`config.mk`:
```
export PLATFORM = sky130hd
export DESIGN_NAME = alu_issue_stage
export DESIGN_NICKNAME = d
export VERILOG_FILES = /design/src/rtl/alu_issue_stage.sv
export SDC_FILE = /design/constraint.sdc
export NUM_CORES = 1
export LEC_CHECK = 0
export CORE_MARGIN = 3
export CORE_UTILIZATION = 39
export CTS_BUF_LIST = sky130_fd_sc_hd__clkbuf_4
export DETAILED_ROUTE_END_ITERATION = 10
export HOLD_SLACK_MARGIN = 0.06
export PLACE_DENSITY = 0.86
export SYNTH_ARGS = -nofsm -noshare
export SYNTH_HDL_FRONTEND = slang
export SYNTH_SLANG_ARGS = --single-unit
```
`constraint.sdc`:
```
create_clock -name clk -period 2.3 [get_ports clk]
set_input_delay 0.345 -clock clk [delete_from_list [all_inputs] [get_ports clk]]
set_output_delay 0.345 -clock clk [all_outputs]
set_load 0.1 [all_outputs]
```
`src/rtl/alu_issue_stage.sv`:
```
`default_nettype none
// ============================================================================
// Module      : alu_issue_stage
// Description : RV32I decode/issue stage producing AluOp/A/B/rd/wen for the
//               ALU through a registered valid/ready output slot.
//               Optional macro ALU_ILLEGAL_EN adds a registered 'illegal' flag.
// Revision    : 1.0 - initial release
// ============================================================================
module alu_issue_stage #(
    parameter int N = 32
) (
    input  logic         clk,
    input  logic         rst,
    input  logic         flush,
    input  logic         in_valid,
    output logic         in_ready,
    input  logic [31:0]  instr,
    input  logic [N-1:0] rs1_data,
    input  logic [N-1:0] rs2_data,
    input  logic [N-1:0] pc,
    output logic         out_valid,
    input  logic         out_ready,
    output logic [3:0]   AluOp,
    output logic [N-1:0] A,
    output logic [N-1:0] B,
    output logic [4:0]   rd,
`ifdef ALU_ILLEGAL_EN
    output logic         illegal,
`endif
    output logic         wen
);

    localparam logic [3:0] c_ALU_ADD  = 4'd0;
    localparam logic [3:0] c_ALU_SUB  = 4'd1;
    localparam logic [3:0] c_ALU_SLL  = 4'd2;
    localparam logic [3:0] c_ALU_SLT  = 4'd3;
    localparam logic [3:0] c_ALU_SLTU = 4'd4;
    localparam logic [3:0] c_ALU_XOR  = 4'd5;
    localparam logic [3:0] c_ALU_SRL  = 4'd6;
    localparam logic [3:0] c_ALU_SRA  = 4'd7;
    localparam logic [3:0] c_ALU_OR   = 4'd9;
    localparam logic [3:0] c_ALU_AND  = 4'd10;

    localparam logic [6:0] c_OPC_OP    = 7'b0110011;
    localparam logic [6:0] c_OPC_OPIMM = 7'b0010011;
    localparam logic [6:0] c_OPC_LUI   = 7'b0110111;
    localparam logic [6:0] c_OPC_AUIPC = 7'b0010111;

    localparam logic [6:0] c_F7_ZERO = 7'b0000000;
    localparam logic [6:0] c_F7_ALT  = 7'b0100000;

    logic [6:0]   w_opcode;
    logic [2:0]   w_funct3;
    logic [6:0]   w_funct7;
    logic [N-1:0] w_imm_i;
    logic [N-1:0] w_imm_u;
    logic [N-1:0] w_shamt;
    logic         w_accept;
    logic         w_unused_rs1_idx;

    logic [3:0]   aluop_d, aluop_q;
    logic [N-1:0] a_d, a_q;
    logic [N-1:0] b_d, b_q;
    logic         legal_d;
    logic         wen_d, wen_q;
    logic [4:0]   rd_q;
    logic         illegal_q;
    logic         out_valid_q;

    assign w_opcode = instr[6:0];
    assign w_funct3 = instr[14:12];
    assign w_funct7 = instr[31:25];
    assign w_imm_i  = N'($signed(instr[31:20]));
    assign w_imm_u  = N'($signed({instr[31:12], 12'b0}));
    assign w_shamt  = N'(instr[24:20]);
    // Register index of rs1 is consumed upstream by the register file.
    assign w_unused_rs1_idx = ^instr[19:15];

    function automatic logic [3:0] f3_to_op(input logic [2:0] f3);
        logic [3:0] op;
        case (f3)
            3'b000:  op = c_ALU_ADD;
            3'b001:  op = c_ALU_SLL;
            3'b010:  op = c_ALU_SLT;
            3'b011:  op = c_ALU_SLTU;
            3'b100:  op = c_ALU_XOR;
            3'b101:  op = c_ALU_SRL;
            3'b110:  op = c_ALU_OR;
            default: op = c_ALU_AND;
        endcase
        return op;
    endfunction

    always_comb begin
        aluop_d = c_ALU_ADD;
        a_d     = '0;
        b_d     = '0;
        legal_d = 1'b0;
        case (w_opcode)
            c_OPC_OP: begin
                a_d     = rs1_data;
                b_d     = rs2_data;
                aluop_d = f3_to_op(w_funct3);
                legal_d = (w_funct7 == c_F7_ZERO) ||
                          ((w_funct7 == c_F7_ALT) &&
                           ((w_funct3 == 3'b000) || (w_funct3 == 3'b101)));
                if (w_funct7 == c_F7_ALT) begin
                    aluop_d = (w_funct3 == 3'b000) ? c_ALU_SUB : c_ALU_SRA;
                end
            end
            c_OPC_OPIMM: begin
                a_d     = rs1_data;
                b_d     = w_imm_i;
                aluop_d = f3_to_op(w_funct3);
                legal_d = 1'b1;
                if (w_funct3 == 3'b001) begin
                    b_d     = w_shamt;
                    legal_d = (w_funct7 == c_F7_ZERO);
                end else if (w_funct3 == 3'b101) begin
                    b_d     = w_shamt;
                    legal_d = (w_funct7 == c_F7_ZERO) || (w_funct7 == c_F7_ALT);
                    aluop_d = (w_funct7 == c_F7_ALT) ? c_ALU_SRA : c_ALU_SRL;
                end
            end
            c_OPC_LUI: begin
                b_d     = w_imm_u;
                legal_d = 1'b1;
            end
            c_OPC_AUIPC: begin
                a_d     = pc;
                b_d     = w_imm_u;
                legal_d = 1'b1;
            end
            default: begin
                legal_d = 1'b0;
            end
        endcase
        // Illegal encodings are still issued, but as a harmless ADD 0,0 bubble.
        if (!legal_d) begin
            aluop_d = c_ALU_ADD;
            a_d     = '0;
            b_d     = '0;
        end
        wen_d = legal_d && (instr[11:7] != 5'd0);
    end

    assign in_ready = !out_valid_q || out_ready;
    assign w_accept = in_valid && in_ready && !flush;

    always_ff @(posedge clk) begin
        if (rst) begin
            out_valid_q <= 1'b0;
            aluop_q     <= '0;
            a_q         <= '0;
            b_q         <= '0;
            rd_q        <= '0;
            wen_q       <= 1'b0;
            illegal_q   <= 1'b0;
        end else if (flush) begin
            out_valid_q <= 1'b0;
        end else if (w_accept) begin
            out_valid_q <= 1'b1;
            aluop_q     <= aluop_d;
            a_q         <= a_d;
            b_q         <= b_d;
            rd_q        <= instr[11:7];
            wen_q       <= wen_d;
            illegal_q   <= !legal_d;
        end else if (out_ready) begin
            out_valid_q <= 1'b0;
        end
    end

    assign out_valid = out_valid_q;
    assign AluOp     = aluop_q;
    assign A         = a_q;
    assign B         = b_q;
    assign rd        = rd_q;
    assign wen       = wen_q;
`ifdef ALU_ILLEGAL_EN
    assign illegal   = illegal_q;
`else
    logic w_unused_illegal;
    assign w_unused_illegal = illegal_q;
`endif

endmodule
`default_nettype wire

```
==> impl_results.md <==
* Status: completed
* Post-synthesis share of cell area spent on xor and xnor gates at 0.002463
* Number of buffers inserted by post-CTS setup repair at 0
* X dimension of the die at slightly above 100 um
* Synth top area share at 0.4222
* Slew at the pin closest to its max-slew limit at between 1 and 1.5 ns
* Fin util at 0.6580
* Rows at 34
* Top area cells in the synthesized netlist: sky130_fd_sc_hd__dfxtp_1 (42%), sky130_fd_sc_hd__o21ai_2 (9.9%), sky130_fd_sc_hd__a21oi_1 (8.6%), sky130_fd_sc_hd__nand2_1 (8.3%), sky130_fd_sc_hd__nor2b_1 (6.2%)
* Initial antenna violation count at 0
* Dominant cell type by area after synthesis: sky130_fd_sc_hd__dfxtp_1
* Most used flip-flop cell after synthesis: sky130_fd_sc_hd__dfxtp_1
* First-pass iteration count of the detailed router at 4
* Final routed DRC violation total at 0
* Dominant combinational cell family by area after synthesis: compound AO/OA/AOI/OAI gates
* Final Max Slew Viols at 0
* Power Density at roughly 460 mW/mm^2
* TritonCTS clock tree: built
* Total CTS buffers at 9
* Antenna Violating Nets Remaining at 0
* Hold slack at roughly 0.46 ns
* Nets at slightly below 800
* Post-Synthesis Cell Area at between 0.003 and 0.004 mm^2
* Number of library cell types mapped by synthesis at 40
* Switching power as a share of total power at 0.2749
* Post-synthesis instance total at 430
* Detailed-route via count at 3,847
* Leak at ~0.0024 uW
* Net count after synthesis at ~560
* Number of synthesized flops with an enable pin at 0
* Share of layout cells above drive strength 1 at 0.2601
* Cell Int Power at between 1500 and 2000 uW
* Maximum achievable frequency at 490.0 MHz
* GRT Total Usage at 0.2211
* Sinks on the clock net at 75
* Number of levels in the clock H-tree at 3
* Share of the clock period used by the worst path after layout at 0.8873
* Max FO, Critical Path at 32
* FF+latch count, synth at 75
* Count of instances resized after the clock tree is built at 0
* Maximum number of pins on one net before global-route repair at 77
* Startpoint of the lowest-slack register-to-register path: out_valid$_SDFFE_PP0P_
* Share of cell area taken by muxes after synthesis at 0.02815
* Logic pwr share at 0.212
* Sequential fraction of the synthesis area at 0.4222
* Required time of the critical path at approximately 2.7 ns
* Via count of the first global-routing pass at slightly below 4,000
* Clock latency reported for the late side of the worst-skew pair at between 0.4 and 0.5 ns
* Max Buffers Root-to-Sink at 2
* Data arrival time at the worst-slack endpoint at between 2 and 2.5 ns
* Final weighted congestion in routability-driven placement at between 0.8 and 0.9
* Hold violation count in the final report at 0
* Post-Synthesis Mean Instance Area at 8.270 um^2
* Adder-cell share of the synthesized area at 0
* Largest stage delay on the critical path at 0.95 ns
* CTS clock-pin slew for the worst setup and hold paths at approximately 0.13 ns
* Number of max-capacitance violations reported at 0
* Number of DRC markers in iteration 0 at 96
* Crit Path Class: in -> reg
* HPWL Detailed at between 9 and 10 mm
* Most numerous cell types in the synthesized netlist: sky130_fd_sc_hd__nand2_1 (79), sky130_fd_sc_hd__dfxtp_1 (75), sky130_fd_sc_hd__a21oi_1 (61)
* Die extent in y at around 100 um
* Total chip power at around 2700 uW
* Hold Path Stages at 2
* Worst Reg2Reg Path Length in Cells at 5
* Routed wire length per instance at about 15 um
* Count leader, synth: sky130_fd_sc_hd__nand2_1
* Yosys warning total at 0
* Max Clock Skew at around 0.012 ns
* Floorplan core area at 0.008806 mm^2
* Total congestion overflow at 0
* Wire length on met1 at 4.489 mm
* Highest-delay cell along the critical path: sky130_fd_sc_hd__nor2b_2
* Die Area at 0.01030 mm^2
* Worst path top cell family by delay: simple AND/OR/NAND/NOR gates
* Routed vias/inst at 5.129
* Share of async-settable or async-resettable flops after synthesis at 0
* First-pass GRT wire length at 18.04 mm
* Critical path launch point type: input port
* Routed length on met2 at between 5 and 6 mm
* Count of endpoints failing setup in the final report at 0
* Hold Path Origin: A[1]$_SDFFE_PP0P_
* Ports at between 200 and 250
* Hold WC Path Type: reg -> reg
* Fraction of the mapped netlist area in simple logic gates at 0.1907
* Unrepaired setup endpoints after global routing: false
* Highest Signal Layer: met4
* Synthesized-area fraction occupied by ao, oa, aoi and oai cells at 0.3023
* Routed WL at around 12 mm
* Effective utilization at floorplan at 0.4038
* Sequential share of power at 0.490
* Library cell used as clock root buffer: sky130_fd_sc_hd__clkbuf_4
* Area Growth Syn to Fin at 62.95%
* Max-slew headroom at the worst pin at 0.1596
* Final critical-path required period at 2.041 ns
* Switching power summed over all nets at 735.3 uW
* Worst supply voltage drop on vdd at roughly 240 uV
* Crit path buf inv count at 2
* CTS Hold Bufs at 0
* Worst reg-to-reg setup slack at ~0.66 ns
* Diodes inserted at 0
* Port buffer count at 208
* Routed met3 length at about 900 um
* Clock power share at 0.298
* Critical path, cell by cell: clkdlybuf4s50_1, buf_12, nor2b_2, a21oi_1, o21ai_2
* Setup crit end kind: flop
* Endpoint of the most critical register-to-register path: B[4]$_SDFFE_PP0P_
* End of the worst hold path: A[1]$_SDFFE_PP0P_
worst max-delay path by stage:
stage | startpoint | endpoint | slack [ns] | cells past startpoint
after floorplan | out_valid$_SDFFE_PP0P_ | B[11]$_SDFFE_PP0P_ | 0.01 | 8
after global placement | instr[5] | A[22]$_SDFFE_PP0P_ | -0.15 | 5
after detailed placement | instr[5] | A[31]$_SDFFE_PP0P_ | -0.18 | 5
after CTS | instr[5] | A[31]$_SDFFE_PP0P_ | 0.27 | 5
after global routing | instr[5] | A[4]$_SDFFE_PP0P_ | 0.07 | 5
final | instr[5] | A[31]$_SDFFE_PP0P_ | 0.26 | 5
sequential cells by signal, indices dropped and copies added, names as in the netlist:
| name | cells |
|---|---|
| rd | 5 |
| out_valid | 1 |
| wen | 1 |
| A | 32 |
| B | 32 |
| AluOp | 4 |
routing by layer:
metal / GRT usage / vias to the layer above
met1: 0.2430 / 1742
met2: 0.3934 / 168
li1: - / 1910
met5: 0 / -
met3: 0.06129 / 27
met4: 0.1022 / 0
worst register-to-register path, delay by kind of cell, from the launching register on:
family	cells	cell delay [ns]
AO/OA/AOI/OAI	1	0.23
AND/OR/NAND/NOR	4	0.98
flip-flops	1	0.36
power by group through the flow:
stage,clock network (uW),logic (uW),registers (uW)
floorplan,0,202,1390
global placement,0,558,1340
detailed placement,0,566,1340
CTS,810,567,1310
global route,875,610,1310
finish,797,568,1310
cell usage in the layout, fill, tap and decap left out, types with 2 or more instances in the layout:
master	n
sky130_fd_sc_hd__o21ai_2	40
sky130_fd_sc_hd__a22o_1	13
sky130_fd_sc_hd__clkinv_2	3
sky130_fd_sc_hd__a211oi_1	2
sky130_fd_sc_hd__a21oi_1	61
sky130_fd_sc_hd__clkdlybuf4s50_1	131
sky130_fd_sc_hd__o211ai_1	2
sky130_fd_sc_hd__clkbuf_4	9
sky130_fd_sc_hd__nand2_1	79
sky130_fd_sc_hd__nor3_1	2
sky130_fd_sc_hd__dfxtp_1	74
sky130_fd_sc_hd__nand4_1	2
sky130_fd_sc_hd__buf_12	5
sky130_fd_sc_hd__and2_1	2
sky130_fd_sc_hd__nor2_1	13
sky130_fd_sc_hd__o21ai_0	27
sky130_fd_sc_hd__clkinvlp_4	2
sky130_fd_sc_hd__a22oi_1	6
sky130_fd_sc_hd__buf_4	94
sky130_fd_sc_hd__or3_1	2
sky130_fd_sc_hd__mux2i_1	10
sky130_fd_sc_hd__inv_1	5
sky130_fd_sc_hd__nor2b_1	34
per-stage QoR:
stage | setup slack, ns | setup TNS [ns] | cells | area [um^2]
after floorplan | 0.009692 | 0 | 430 | 3565
after global placement | -0.1531 | -4.100 | 734 | 5658
after detailed placement | -0.1803 | -4.016 | 734 | 5658
after CTS | 0.2693 | 0 | 750 | 5794
after global routing | 0.06536 | 0 | 750 | 5794
final | 0.2592 | 0 | 750 | 5794
cell type report:
class,instances,area [um^2]
inverter,5,18.77
clock buffer,9,67.56
fill,769,3012
timing repair buffer,231,2122
tap,108,135.1
multi-input combinational,315,1879
clock inverter,7,68.82
sequential,75,1503
cell families (layout without fill, tap and decap cells):
| kind of cell | Yosys count | after routing |
|---|---|---|
| muxes | 10 | 10 |
| buffers and inverters | 40 | 252 |
| xor gates and xnor gates | 1 | 1 |
| DFF | 75 | 75 |
| AOI/OAI and AO/OA | 160 | 160 |
| and+or+nand+nor | 144 | 144 |
No activity file was read; power rests on OpenSTA's default activity.
